==> src/rtl/ps2msx_pkg.sv <==
// Shared constants, state encodings and helpers for the PS/2 -> MSX key matrix.
package ps2msx_pkg;

    localparam int MSX_ROWS = 11;

    // Set 2 prefix bytes
    localparam logic [7:0] PFX_E0 = 8'hE0;
    localparam logic [7:0] PFX_F0 = 8'hF0;
    localparam logic [7:0] PFX_E1 = 8'hE1;

    // Fake shifts the keyboard wraps around some extended keys
    localparam logic [7:0] FAKE_LSH = 8'h12;
    localparam logic [7:0] FAKE_RSH = 8'h59;

    // Bytes after E1 that belong to the Pause sequence
    localparam logic [2:0] PAUSE_SKIP = 3'd7;

    typedef enum logic [1:0] {
        H_IDLE = 2'd0,
        H_CLR  = 2'd1,
        H_WAIT = 2'd2
    } hs_state_t;

    typedef enum logic [2:0] {
        D_IDLE = 3'd0,
        D_E0   = 3'd1,
        D_F0   = 3'd2,
        D_E0F0 = 3'd3,
        D_E1   = 3'd4
    } dec_state_t;

    // Keyboard status / ack bytes that never describe a key
    function automatic logic is_ignored(input logic [7:0] b);
        case (b)
            8'h00, 8'hAA, 8'hEE, 8'hFA, 8'hFC, 8'hFE, 8'hFF: is_ignored = 1'b1;
            default: is_ignored = 1'b0;
        endcase
    endfunction

    // Packs a valid keymap entry as {valid, row[3:0], col[2:0]}
    function automatic logic [7:0] km(input int r, input int c);
        km = {1'b1, 4'(r), 3'(c)};
    endfunction

endpackage

==> src/rtl/ps2_msx_keymap.sv <==
// Combinational ROM: Set 2 scancode {ext, code} -> MSX matrix position.
module ps2_msx_keymap
    import ps2msx_pkg::*;
(
    input  logic       ext,
    input  logic [7:0] code,
    output logic       valid,
    output logic [3:0] row,
    output logic [2:0] col
);

    logic [7:0] loc;

    // Lookup; anything not listed comes back invalid
    always_comb begin
        loc = 8'h00;
        case ({ext, code})
            // row 0: 0..7
            9'h045: loc = km(0, 0);  9'h016: loc = km(0, 1);
            9'h01E: loc = km(0, 2);  9'h026: loc = km(0, 3);
            9'h025: loc = km(0, 4);  9'h02E: loc = km(0, 5);
            9'h036: loc = km(0, 6);  9'h03D: loc = km(0, 7);
            // row 1: 8 9 - ^ \ @ [ ;
            9'h03E: loc = km(1, 0);  9'h046: loc = km(1, 1);
            9'h04E: loc = km(1, 2);  9'h055: loc = km(1, 3);
            9'h05D: loc = km(1, 4);  9'h00E: loc = km(1, 5);
            9'h054: loc = km(1, 6);  9'h04C: loc = km(1, 7);
            // row 2: : ] , . / _ A B
            9'h052: loc = km(2, 0);  9'h05B: loc = km(2, 1);
            9'h041: loc = km(2, 2);  9'h049: loc = km(2, 3);
            9'h04A: loc = km(2, 4);  9'h061: loc = km(2, 5);
            9'h01C: loc = km(2, 6);  9'h032: loc = km(2, 7);
            // row 3: C..J
            9'h021: loc = km(3, 0);  9'h023: loc = km(3, 1);
            9'h024: loc = km(3, 2);  9'h02B: loc = km(3, 3);
            9'h034: loc = km(3, 4);  9'h033: loc = km(3, 5);
            9'h043: loc = km(3, 6);  9'h03B: loc = km(3, 7);
            // row 4: K..R
            9'h042: loc = km(4, 0);  9'h04B: loc = km(4, 1);
            9'h03A: loc = km(4, 2);  9'h031: loc = km(4, 3);
            9'h044: loc = km(4, 4);  9'h04D: loc = km(4, 5);
            9'h015: loc = km(4, 6);  9'h02D: loc = km(4, 7);
            // row 5: S..Z
            9'h01B: loc = km(5, 0);  9'h02C: loc = km(5, 1);
            9'h03C: loc = km(5, 2);  9'h02A: loc = km(5, 3);
            9'h01D: loc = km(5, 4);  9'h022: loc = km(5, 5);
            9'h035: loc = km(5, 6);  9'h01A: loc = km(5, 7);
            // row 6: SHIFT CTRL GRAPH CAPS CODE F1 F2 F3
            9'h012: loc = km(6, 0);  9'h059: loc = km(6, 0);
            9'h014: loc = km(6, 1);  9'h114: loc = km(6, 1);
            9'h011: loc = km(6, 2);  9'h058: loc = km(6, 3);
            9'h111: loc = km(6, 4);  9'h005: loc = km(6, 5);
            9'h006: loc = km(6, 6);  9'h004: loc = km(6, 7);
            // row 7: F4 F5 ESC TAB STOP(End) BS SELECT(PgUp) RETURN
            9'h00C: loc = km(7, 0);  9'h003: loc = km(7, 1);
            9'h076: loc = km(7, 2);  9'h00D: loc = km(7, 3);
            9'h169: loc = km(7, 4);  9'h066: loc = km(7, 5);
            9'h17D: loc = km(7, 6);  9'h05A: loc = km(7, 7);
            9'h15A: loc = km(7, 7);
            // row 8: SPACE HOME INS DEL LEFT UP DOWN RIGHT
            9'h029: loc = km(8, 0);  9'h16C: loc = km(8, 1);
            9'h170: loc = km(8, 2);  9'h171: loc = km(8, 3);
            9'h16B: loc = km(8, 4);  9'h175: loc = km(8, 5);
            9'h172: loc = km(8, 6);  9'h174: loc = km(8, 7);
            // row 9: keypad * + / 0 1 2 3 4
            9'h07C: loc = km(9, 0);  9'h079: loc = km(9, 1);
            9'h14A: loc = km(9, 2);  9'h070: loc = km(9, 3);
            9'h069: loc = km(9, 4);  9'h072: loc = km(9, 5);
            9'h07A: loc = km(9, 6);  9'h06B: loc = km(9, 7);
            // row 10: keypad 5 6 7 8 9 - . (col 6 has no PC key)
            9'h073: loc = km(10, 0); 9'h074: loc = km(10, 1);
            9'h06C: loc = km(10, 2); 9'h075: loc = km(10, 3);
            9'h07D: loc = km(10, 4); 9'h07B: loc = km(10, 5);
            9'h071: loc = km(10, 7);
            default: loc = 8'h00;
        endcase
    end

    assign valid = loc[7];
    assign row   = loc[6:3];
    assign col   = loc[2:0];

endmodule

==> src/rtl/ps2_msx_keymatrix.sv <==
// PS/2 Set 2 scancode decoder driving the active-low MSX keyboard matrix.
module ps2_msx_keymatrix
    import ps2msx_pkg::*;
#(
    parameter int NUM_ROWS    = MSX_ROWS,
    parameter int SYNC_STAGES = 2,
    parameter int CLR_CYCLES  = 4,
    parameter int TIMEOUT     = 65535
) (
    input  logic       clk,
    input  logic       rst,
    input  logic [7:0] ps_dout,
    input  logic       ps_drdy,
    output logic       ps_clr_drdy,
    input  logic [3:0] row_sel,
    output logic [7:0] row_data,
    output logic       evt_valid,
    output logic       evt_make,
    output logic [3:0] evt_row,
    output logic [2:0] evt_col
);

    localparam int         CW       = $clog2(CLR_CYCLES + 1);
    localparam int         TW       = $clog2(TIMEOUT + 1);
    localparam logic [4:0] ROWS_LIM = 5'(NUM_ROWS);

    logic [SYNC_STAGES-1:0] sync_q;
    logic                   drdy_s;
    hs_state_t              hs_state, hs_next;
    logic [CW-1:0]          clr_cnt;
    logic                   take;
    logic [7:0]             byte_q;
    logic                   byte_stb;
    dec_state_t             dec_state, dec_next;
    logic [2:0]             skip;
    logic [TW-1:0]          to_cnt;
    logic                   to_hit;
    logic                   key_go, key_ext, key_make;
    logic                   km_valid;
    logic [3:0]             km_row;
    logic [2:0]             km_col;
    logic [NUM_ROWS-1:0][7:0] matrix;

    // Bring the receiver's ready flag into the clk domain
    always_ff @(posedge clk) begin
        if (rst) sync_q <= '0;
        else     sync_q <= {sync_q[SYNC_STAGES-2:0], ps_drdy};
    end
    assign drdy_s = sync_q[SYNC_STAGES-1];

    // Handshake state register and clear-pulse width counter
    always_ff @(posedge clk) begin
        if (rst) begin
            hs_state <= H_IDLE;
            clr_cnt  <= '0;
        end else begin
            hs_state <= hs_next;
            clr_cnt  <= (hs_state == H_CLR) ? clr_cnt + 1'b1 : '0;
        end
    end

    // Handshake next state: level-sensitive take, then hold off until the flag drops
    always_comb begin
        hs_next = hs_state;
        case (hs_state)
            H_IDLE:  if (drdy_s) hs_next = H_CLR;
            H_CLR:   if (clr_cnt == CW'(CLR_CYCLES - 1)) hs_next = H_WAIT;
            H_WAIT:  if (!drdy_s) hs_next = H_IDLE;
            default: hs_next = H_IDLE;
        endcase
    end

    // Handshake outputs
    always_comb begin
        ps_clr_drdy = (hs_state == H_CLR);
        take        = (hs_state == H_IDLE) && drdy_s;
    end

    // Capture the byte; ps_dout is stable while the flag is high
    always_ff @(posedge clk) begin
        if (rst) begin
            byte_q   <= '0;
            byte_stb <= 1'b0;
        end else begin
            byte_stb <= take;
            if (take) byte_q <= ps_dout;
        end
    end

    // Decode state register
    always_ff @(posedge clk) begin
        if (rst) dec_state <= D_IDLE;
        else     dec_state <= dec_next;
    end

    // Pause skip counter and prefix watchdog
    always_ff @(posedge clk) begin
        if (rst) begin
            skip   <= '0;
            to_cnt <= '0;
        end else begin
            if (byte_stb && dec_state == D_IDLE && byte_q == PFX_E1) skip <= PAUSE_SKIP;
            else if (byte_stb && dec_state == D_E1)                  skip <= skip - 1'b1;
            if (byte_stb || dec_state == D_IDLE || to_hit) to_cnt <= '0;
            else                                           to_cnt <= to_cnt + 1'b1;
        end
    end
    assign to_hit = (to_cnt == TW'(TIMEOUT - 1));

    // Decode next state: advance on bytes, fall back to idle on a stalled prefix
    always_comb begin
        dec_next = dec_state;
        if (byte_stb) begin
            case (dec_state)
                D_IDLE: begin
                    if (byte_q == PFX_E0)      dec_next = D_E0;
                    else if (byte_q == PFX_F0) dec_next = D_F0;
                    else if (byte_q == PFX_E1) dec_next = D_E1;
                end
                D_E0:    dec_next = (byte_q == PFX_F0) ? D_E0F0 : D_IDLE;
                D_E1:    if (skip == 3'd1) dec_next = D_IDLE;
                default: dec_next = D_IDLE;
            endcase
        end else if (dec_state != D_IDLE && to_hit) begin
            dec_next = D_IDLE;
        end
    end

    // Decode outputs: which bytes are key events, extended or not, make or break
    always_comb begin
        key_go   = 1'b0;
        key_ext  = 1'b0;
        key_make = 1'b0;
        if (byte_stb) begin
            case (dec_state)
                D_IDLE: begin
                    key_go   = !is_ignored(byte_q) && byte_q != PFX_E0 &&
                               byte_q != PFX_F0 && byte_q != PFX_E1;
                    key_make = 1'b1;
                end
                D_E0: begin
                    key_go   = byte_q != PFX_F0 && byte_q != FAKE_LSH && byte_q != FAKE_RSH;
                    key_ext  = 1'b1;
                    key_make = 1'b1;
                end
                D_F0:    key_go = 1'b1;
                D_E0F0: begin
                    key_go  = 1'b1;
                    key_ext = 1'b1;
                end
                default: key_go = 1'b0;
            endcase
        end
    end

    ps2_msx_keymap u_keymap (
        .ext   (key_ext),
        .code  (byte_q),
        .valid (km_valid),
        .row   (km_row),
        .col   (km_col)
    );

    // Matrix update and event pulse; repeats rewrite the same bit and still report
    always_ff @(posedge clk) begin
        if (rst) begin
            matrix    <= '1;
            evt_valid <= 1'b0;
            evt_make  <= 1'b0;
            evt_row   <= '0;
            evt_col   <= '0;
        end else begin
            evt_valid <= 1'b0;
            if (key_go && km_valid && {1'b0, km_row} < ROWS_LIM) begin
                matrix[km_row][km_col] <= ~key_make;
                evt_valid <= 1'b1;
                evt_make  <= key_make;
                evt_row   <= km_row;
                evt_col   <= km_col;
            end
        end
    end

    // Registered row read; unimplemented rows read as all released
    always_ff @(posedge clk) begin
        if (rst)                          row_data <= 8'hFF;
        else if ({1'b0, row_sel} < ROWS_LIM) row_data <= matrix[row_sel];
        else                              row_data <= 8'hFF;
    end

endmodule

==> config.mk <==
export PLATFORM = sky130hd
export DESIGN_NAME = ps2_msx_keymatrix
export DESIGN_NICKNAME = d
export VERILOG_FILES = /design/src/rtl/ps2msx_pkg.sv /design/src/rtl/ps2_msx_keymap.sv /design/src/rtl/ps2_msx_keymatrix.sv
export SDC_FILE = /design/constraint.sdc
export NUM_CORES = 1
export LEC_CHECK = 0
export ABC_AREA = 1
export BUFFER_PORTS_ARGS = -buffer_cell sky130_fd_sc_hd__buf_2
export CAP_MARGIN = 20
export CORE_MARGIN = 2
export CORE_UTILIZATION = 35
export DETAILED_ROUTE_END_ITERATION = 8
export PLACE_DENSITY = 0.5
export SKIP_LAST_GASP = 1
export SYNTH_ARGS = -nofsm -noshare
export SYNTH_HDL_FRONTEND = slang
export SYNTH_HIERARCHICAL = 1
export SYNTH_SLANG_ARGS = --single-unit
==> constraint.sdc <==
create_clock -name clk -period 3.5 [get_ports clk]
set_clock_uncertainty 0.2 [all_clocks]
set_input_delay 0.35 -clock clk [delete_from_list [all_inputs] [get_ports clk]]
set_output_delay 0.35 -clock clk [all_outputs]
set_load 0.02 [all_outputs]
==> results of run 1 <==
## logic make-up after synthesis
logic type               after synthesis  synth area share
AND/OR/NAND/NOR                     1034             0.524
buffers and inverters                189            0.0918
flip-flops                           143             0.297
AO/OA/AOI/OAI                        118            0.0721
XOR/XNOR                               6           0.00545
adder cells (fa/ha/maj)                6           0.00779
multiplexers                           2           0.00208
## metrics by stage
step                      instance area, µm²  total power (W)
after CTS                              11200          0.00430
after global routing                   11700          0.00444
final                                  11700          0.00429
after floorplan                         9640          0.00223
after global placement                 10600          0.00240
after detailed placement               10600          0.00240
## final timing paths
path,from,to,slack (ns),cells after the start
hold reg to reg,sync_q[0],sync_q[1],0.21,2
setup / recovery,dec_state[2],matrix[4],0.13,21
hold / removal,ps_dout[7],byte_q[7],0.01,3
setup reg to reg,dec_state[2],matrix[4],0.13,21
## layer usage
| layer | wire [µm] | up-vias | share of wire |
|---|---|---|---|
| li1 | - | 5222 | - |
| met1 | 16600 | 4956 | 0.48 |
| met2 | 15400 | 307 | 0.45 |
| met3 | 1720 | 59 | 0.050 |
| met4 | 802 | 0 | 0.023 |
| met5 | 0 | - | 0 |
## repair_timing
item                                   in CTS  in global routing
setup endpoints to repair                   2                 97
endpoints found under the hold margin       3                  0
gates resized for setup                     1                 43
buffers inserted                            0                 10
cloned                                      0                  8
hold buffers                                3                  0
pin swaps                                   0                  9
## cell type report
| cell class | count | share of cell area |
|---|---|---|
| flip-flops and latches | 143 | 0.246 |
| multi-input cells | 1166 | 0.516 |
| repair buffers | 145 | 0.118 |
| repair inverters | 1 | 0.000536 |
| clock inverters | 13 | 0.0128 |
| inverters | 96 | 0.0317 |
| clock buffers | 19 | 0.0388 |
| well taps | 341 | 0.0366 |
## layout by cell type (no fill, tap or decap), types with 3 or more instances in the layout
cell and n:
buf_6 4, a21oi_1 40, nor2_2 18, clkinv_2 3, dfxtp_1 138, nand2_1 294, nor2_1 279, inv_1 70
xor2_1 5, o31ai_1 8, nor2_4 5, a221oi_1 4, o311ai_0 9, inv_2 22, buf_4 84, ha_1 6
nand4_1 109, buf_16 4, buf_12 11, a21oi_2 3, nand2_2 6, inv_6 5, dlygate4sd3_1 3, clkbuf_16 24
o21ai_1 10, nand3_2 84, nor3_1 16, o21ai_0 31, nand3_1 203, dfxtp_2 5, buf_2 32, a22oi_1 9
## where the power goes
group | internal, W | switching, W | leakage, nW
registers | 0.00164 | 0.0000163 | 1.16
logic | 0.000197 | 0.000532 | 3.42
clock network | 0.00110 | 0.000797 | 0.293
## tightest hold or removal path, stage by stage
cell and delay (ns):
buf_2 0.07, o21ai_0 0.07, a21oi_1 0.11
## sequential cells by signal, indices dropped and copies added, names as in the netlist
name and cells:
byte_q 8, byte_stb 1, clr_cnt 3, dec_state 3
evt_col 3, evt_make 1, evt_row 4, evt_valid 1
hs_state 2, matrix 88, row_data 8, skip 3
sync_q 2, to_cnt 16
## Yosys cell counts, types with 5 or more instances
| cell | number |
|---|---|
| buf_1 | 6 |
| clkbuf_1 | 48 |
| a21oi_1 | 42 |
| nor3_1 | 18 |
| nand3_1 | 208 |
| o21ai_1 | 10 |
| buf_8 | 9 |
| buf_2 | 24 |
| inv_2 | 24 |
| o21ai_0 | 31 |
| o311ai_0 | 9 |
| dfxtp_1 | 143 |
| o31ai_1 | 8 |
| buf_6 | 5 |
| nand3_2 | 81 |
| a22oi_1 | 9 |
| nor2_2 | 10 |
| nand4_1 | 109 |
| nor2_1 | 289 |
| inv_1 | 70 |
| xor2_1 | 5 |
| nand2_1 | 298 |
| ha_1 | 6 |
==> flow_summary.toml, run 1 <==
[floorplan]
initial_utilization = 0.357
die_w_um = 170
die-area_um2 = 28900
fp-row-count = 60
ios = 33
coreArea_um2 = 27000
die_h_um = 170

[timing]
worst_slack_ns = 0.135
drv_slew = 0
worst_pin_slew_ns = 0.892
fin_crit_ns = 3.37
fmax_mhz = 297
hold_violations = 0
rsz0062_at_grt = "yes"
period_share = 0.962
setup_viol = 0
tns_ns = 0
slew_headroom = 0.404
whs_ns = 0.0127

[pwr]
power_density_nw_per_um2 = 368
p_leak_nw = 4.87
vdd_ir_drop_max_v = 0.000287

[detailed_routing]
dr_total_vias = 10500
wl_um = 34500
first_iter_violations = 922
dr.pass1.iters = 5
vias_per_cell = 5.48
drc = 0
antenna_left = 0
routedWlPerCell_um = 17.9

[synthesis]
syn_avg_cell_area_um2 = 6.43
yosysTopAreaCellShare = 0.297
synthCells = 1498
syn-num-nets = 1519
postSynth.asyncResetShare = 0
synth_enable_flop_cells = 0
synth_cell_types = 44
ys_seq_elements = 143
ys_top_cells_by_area = "dfxtp_1, nand2_1, nor2_1"
ys_seq_area_frac = 0.297
yosys.area.top_type = "dfxtp_1"
yosys_most_used_dff = "dfxtp_1"
syn_area_um2 = 9640
ys_warn_count = 6

[clocking]
cts_buffer_depth = 2
cts_root_buffer = "clkbuf_16"
cts.sinks = 143
numCtsBuffers = 17
clk_latency_ns = 0.43
cts_tree = "built"
cts_htree_levels = 4
path_clk_slew_ns = 0.06

[run_status]
status = "completed"

[finish]
final-seq-area_um2 = 2870
multi_input_area_um2 = 6020
antenna_cells = 0
fillers = 2837
finalNonFillerCells = 1924
final_nets = 1591
area_growth_pct = 21.0
finish.utilization = 0.431
drive_gt1_frac = 0.209

[place]
port_buffers = 32
place_hpwl_um = 23200
gp_congestion = 0.992
place_ws_ns = 0.0344
dpl.cell_count = 1871

[global_routing]
grt_max_degree = 108
antenna_found_initial = 0
grt_util_all_layers = 0.237
grt_util_met3 = 0.0302
grt_pass1_wl_um = 54100
grt_pass1_vias = 9754
grt-busiest-layer = "met2"
grtUsageMet2 = 0.372
gr-usage-met1 = 0.337
overflow = 0

[worst_setup_path]
cp.required_ns = 3.59
path_cells = "inv_4 -> nand2_4 -> nor2_4 -> buf_6 -> inv_4 -> nand3_4 -> nor2_1 -> inv_1 -> nand4_1 -> nor3_2 -> buf_4 -> nand4_1 -> nand2_1 -> a21oi_2 -> nor3b_4 -> buf_6 -> buf_12 -> buf_16 -> nand3_1 -> nand2_1 -> nand3_1"
critPathBufInv = 8
critPathMaxFanout = 11
slowest_delay_ns = 0.33
crit_family = "simple AND/OR/NAND/NOR gates"
critical-path-slowest-cell = "dfxtp_2"
cp-start-kind = "flop"
crit_arrival_ns = 3.46
critPathKind = "reg -> reg"
endpoint_kind = "flop"

[min_path]
min_path_type = "in -> reg"

[run]
maxCapViolCount = 0
No activity file was read; power rests on OpenSTA's default activity.
==> inputs of run 2 (changes only) <==
--- a/config.mk
+++ b/config.mk
@@ -5,7 +5,6 @@
 export SDC_FILE = /design/constraint.sdc
 export NUM_CORES = 1
 export LEC_CHECK = 0
-export ABC_AREA = 1
 export BUFFER_PORTS_ARGS = -buffer_cell sky130_fd_sc_hd__buf_2
 export CAP_MARGIN = 20
 export CORE_MARGIN = 2
==> flow_summary.toml, run 2 <==
[floorplan]
initial_utilization = 0.356
ios = 33
die-area_um2 = 26000
die_w_um = 161
die_h_um = 161
fp-row-count = 57
coreArea_um2 = 24300

[finish]
antenna_cells = 0
largest_reg_flops = 88
fillers = 2276
layout_common_cells = "buf_4, dfxtp_1, nor2_1"
drive_gt1_frac = 0.350
top_register = "matrix"
final_common_cell = "buf_4"
top_regs = "matrix (88), to_cnt (16)"
area_growth_pct = 42.3
final_nets = 1292

[run]
maxCapViolCount = 0

[run_status]
violations = "negative setup slack"
status = "finished, violations left"

[synthesis]
synth_enable_flop_cells = 0
synth_mux_area_frac = 0.121
synth-compound-area-share = 0.172
synth_fa_ha_area_frac = 0.00866
syn-num-nets = 1087
ys_seq_area_frac = 0.330
ys_seq_elements = 143
syn_avg_cell_area_um2 = 8.13
yosys_most_used_dff = "dfxtp_1"
synthCells = 1066
ys_top_cells_by_area = "dfxtp_1, mux2i_1, nor2_1"
synth_xor_xnor_area_share = 0.0202
synth_simple_gate_area_frac = 0.287
postSynth.asyncResetShare = 0
post-synth-top-count-cell = "dfxtp_1"
synth_top_family_by_area = "simple AND/OR/NAND/NOR gates"
synth_cell_types = 82
syn_area_um2 = 8670
yosysTopAreaCellShare = 0.330
synth_common_cells = "dfxtp_1, nor2_1, nand3_1"
yosys.area.top_type = "dfxtp_1"
ys_warn_count = 6

[detailed_routing]
dr_total_vias = 9059
dr.pass1.iters = 6
antenna_left = 0
wl_um = 30500
routedWlPerCell_um = 19.0
first_iter_violations = 678
vias_per_cell = 5.63
drc = 0

[place]
port_buffers = 32
gp_congestion = 0.986
place_hpwl_um = 20800
place_ws_ns = -0.235

[timing]
whs_ns = 0.176
worst_slack_ns = -0.109
fin_crit_ns = 3.61
period_share = 1.03
rsz0062_at_grt = "yes"
hold_violations = 0
fmax_mhz = 277
worst_pin_slew_ns = 0.940
drv_slew = 0
slew_headroom = 0.372
setup_viol = 51

[worst_setup_path]
r2r_slack_ns = -0.11
endpoint_kind = "flop"
cp.required_ns = 3.58
r2r_end = "matrix[48]"
r2r_cells = 17
slowest_delay_ns = 0.39
crit_arrival_ns = 3.69
r2r-start = "byte_stb"
cpMostUsedCell = "buf_6"
critical-path-slowest-cell = "a221o_1"
path_cells = "nor2b_4 -> and2_4 -> buf_6 -> nor2_4 -> a32o_2 -> a221o_1 -> a41o_1 -> nor2_1 -> nand4b_1 -> buf_4 -> buf_6 -> nor3_4 -> buf_6 -> nor3b_4 -> buf_6 -> nand3_2 -> mux2i_1"
critPathMaxFanout = 5
cp-start-kind = "flop"
critPathKind = "reg -> reg"

[clocking]
path_clk_slew_ns = 0.06
cts.sinks = 143
cts_root_buffer = "clkbuf_16"
cts_tree = "built"
cts_htree_levels = 4
clk_latency_ns = 0.43
cts_buffer_depth = 2
numCtsBuffers = 17

[pwr]
p_leak_nw = 4.89
fin_total_pwr_w = 0.00408
power_density_nw_per_um2 = 330
vdd_ir_drop_max_v = 0.000400

[global_routing]
antenna_found_initial = 0
grt_pass1_vias = 8836
grt_pass1_wl_um = 48000
overflow = 0
grt_util_all_layers = 0.231
grt_max_degree = 69

[min_path]
hold_path_depth = 2
hold_path_startpoint = "rst"
whs_endpoint = "hs_state[0]"
min_path_type = "in -> reg"
run 2: cell types whose count changed after synthesis, moves of 80 or more:
cell	previous run	this run
nand4_1	109	12
nand3_2	81	1
nand2_1	298	66
nor2_1	289	127
nand3_1	208	95
mux2i_1	2	86
run 2: worst max path at each step:
stage / startpoint / to / slack, ns / cells after the start
2_1_floorplan: byte_stb / matrix[10] / 0.001 / 16
4_1_cts: byte_stb / matrix[8] / -0.04 / 17
3_5_place_dp: byte_stb / matrix[70] / -0.24 / 15
5_1_grt: byte_stb / matrix[22] / -0.20 / 16
6_report: byte_stb / matrix[48] / -0.11 / 17
3_3_place_gp: byte_q[7] / matrix[8] / -0.34 / 15
run 2: kinds of logic after synthesis:
| family | after synthesis |
|---|---|
| AO/OA/AOI/OAI | 212 |
| flip-flops | 143 |
| adder cells (fa/ha/maj) | 6 |
| multiplexers | 103 |
| AND/OR/NAND/NOR | 471 |
| XOR/XNOR | 20 |
| buffers and inverters | 111 |
run 2: worst max-delay path, delay by kind of cell (launching register included):
| family | cells | cell delay [ns] |
|---|---|---|
| mux | 1 | 0.13 |
| compound gates | 3 | 0.90 |
| flops | 1 | 0.32 |
| buf+inv | 5 | 0.77 |
| simple gates | 8 | 1.13 |
run 2: metal layers:
metal | up-vias | global-route usage | part of all wire
li1 | 4357 | - | -
met1 | 4315 | 0.307 | 0.44
met2 | 318 | 0.371 | 0.47
met3 | 69 | 0.0336 | 0.054
met4 | 0 | 0.101 | 0.034
met5 | - | 0 | 0
run 2: where the power goes:
part	leakage (nW)	switching, W	total [W]	internal [W]
clock	0.292	0.000765	0.00187	0.00111
sequential	1.16	0.0000103	0.00165	0.00164
combinational	3.44	0.000335	0.000558	0.000223
run 2: what timing repair did:
action | in CTS | in global routing
endpoints found under the setup margin | 91 | 95
hold buffers | 9 | 0
buffers inserted | 17 | 15
endpoints found under the hold margin | 9 | 0
gates cloned | 2 | 1
pin swaps | 20 | 27
gates resized for setup | 72 | 90
run 2: final cells by class:
class                      instances  area, µm²  area share
multi-input combinational        812       5910       0.479
tap                              324        405      0.0329
clock buffer                      20        457      0.0370
clock inverter                    12        150      0.0122
timing repair buffer             286       2480       0.201
sequential                       143       2890       0.234
inverter                          11       41.3     0.00335
run 2: metrics by stage:
step	utilization	cell area, µm²	setup TNS, ns	std cells
after global placement	0.439	10700	-16.55	1535
after global routing	0.507	12300	-9.54	1608
after CTS	0.485	11800	-0.355	1595
final	0.507	12300	-1.86	1608
after detailed placement	0.439	10700	-11.40	1535
after floorplan	-	8720	0	1066
==> inputs of run 3 (changes only) <==
--- a/config.mk
+++ b/config.mk
@@ -11,6 +11,7 @@
 export CORE_UTILIZATION = 35
 export DETAILED_ROUTE_END_ITERATION = 8
 export PLACE_DENSITY = 0.5
+export SETUP_SLACK_MARGIN = 0.5
 export SKIP_LAST_GASP = 1
 export SYNTH_ARGS = -nofsm -noshare
 export SYNTH_HDL_FRONTEND = slang
==> flow_summary.toml, run 3 (synthesis results as in run 2) <==
[clocking]
numCtsBuffers = 17
clk_latency_ns = 0.42
cts.sinks = 143
cts_root_buffer = "clkbuf_16"
cts_htree_levels = 4
cts_buffer_depth = 2
cts_tree = "built"
path_clk_slew_ns = 0.07

[detailed_routing]
dr_total_vias = 9145
m1WireLength_um = 13800
met3_wirelength_um = 1500
highest_layer = "met4"
drc = 0
dr_wl_met2_um = 14700
routedWlPerCell_um = 19.2
dr.pass1.iters = 5
antenna_left = 0
vias_per_cell = 5.66
first_iter_violations = 780
wl_um = 31000

[global_routing]
antenna_found_initial = 0
grt_pass1_vias = 8987
overflow = 0
grt_max_degree = 93
grt_util_all_layers = 0.238
grt_pass1_wl_um = 49400

[min_path]
min_path_type = "in -> reg"
hold_path_depth = 3

[place]
place_hpwl_um = 21000
port_buffers = 32
placed_area_um2 = 10600
gp_congestion = 0.960
dpl.cell_count = 1524
place_ws_ns = -0.453

[finish]
layout_common_cells = "buf_4, dfxtp_1, nor2_1"
final_nets = 1300
top_register = "matrix"
final_common_cell = "buf_4"
largest_reg_flops = 88
finalNonFillerCells = 1616
antenna_cells = 0
design_area_um2 = 12600
top_regs = "matrix (88), to_cnt (16)"
drive_gt1_frac = 0.352
area_growth_pct = 44.9

[floorplan]
die_w_um = 161
die-area_um2 = 26000
initial_utilization = 0.356
coreArea_um2 = 24300
die_h_um = 161
fp-row-count = 57
ios = 33

[worst_setup_path]
critPathKind = "reg -> reg"
r2r_cells = 16
cp.required_ns = 3.61
crit_arrival_ns = 3.66
cp-start-kind = "flop"
critPathMaxFanout = 7
endpoint_kind = "flop"

[run_status]
violations = "negative hold slack, negative setup slack"
status = "finished, violations left"

[run]
maxCapViolCount = 0

[timing]
hold_violations = 1
whs_ns = -0.000462
drv_slew = 0
period_share = 1.02
setup_viol = 26
fmax_mhz = 281
tns_ns = -0.686
rsz0062_at_grt = "yes"
worst_pin_slew_ns = 0.908
slew_headroom = 0.395
fin_crit_ns = 3.55
worst_slack_ns = -0.0526

[pwr]
power_density_nw_per_um2 = 327
p_leak_nw = 5.06
vdd_ir_drop_max_v = 0.000269
## run 3: cell types whose count changed in the layout (fill, tap and decap cells not counted), moves of 7 or more
cell,change
buf_4,-14
buf_6,+15
nand3_1,+13
nand3_2,-10
o21ai_0,-8
o21ai_2,+7
## run 3: per-stage QoR
stage / power (W) / utilization / hold slack [ns]
detailed placement: 0.00215 / 0.436 / 0.226
global route: 0.00425 / 0.516 / 0.00671
CTS: 0.00412 / 0.502 / 0.00104
global placement: 0.00215 / 0.435 / 0.221
floorplan: 0.00196 / - / 0.208
finish: 0.00411 / 0.516 / -0.000462
## run 3: timing repair
| action | in CTS | in global routing |
|---|---|---|
| setup buffers | 34 | 14 |
| pin swaps | 52 | 38 |
| cloned | 3 | 1 |
| hold buffers | 8 | 0 |
| endpoints found under the hold margin | 8 | 0 |
| endpoints found under the setup margin | 97 | 97 |
| resized for setup | 119 | 45 |
## run 3: critical path, stage by stage (launching register included)
cell,delay [ns]
dfxtp_2,0.32
nor2b_4,0.12
and2_4,0.17
or3_4,0.42
or2_4,0.29
o22ai_1,0.33
a2111oi_2,0.09
buf_4,0.16
nand4_1,0.09
buf_4,0.14
buf_6,0.11
nand3b_1,0.14
nor3_4,0.22
buf_6,0.15
buf_12,0.12
nand3_1,0.07
a221o_1,0.32
## run 3: metal layers
metal | track usage | up-vias
li1 | - | 4373
met4 | 0.0893 | 0
met2 | 0.396 | 314
met1 | 0.314 | 4388
met3 | 0.0311 | 70
met5 | 0 | -
## run 3: final timing paths
path / to / startpoint / slack (ns)
hold reg to reg: clr_cnt[0] / clr_cnt[0] / 0.23
setup / recovery: matrix[54] / byte_stb / -0.05
setup reg to reg: matrix[54] / byte_stb / -0.05
hold / removal: byte_q[3] / ps_dout[3] / -0.0005
## run 3: where the power goes
part           switching [W]  internal [W]  leakage, nW
logic               0.000333      0.000206         3.60
clock network       0.000766       0.00116        0.301
registers         0.00000703       0.00164         1.16
total                0.00111       0.00300         5.06
## run 3: cell type report
class                      count  area (µm²)
clock buffer                  19         443
clock inverter                13         175
fill                        2288       11800
inverter                      11        42.5
multi-input combinational    812        5910
sequential                   143        2870
tap                          324         405
timing repair buffer         294        2700
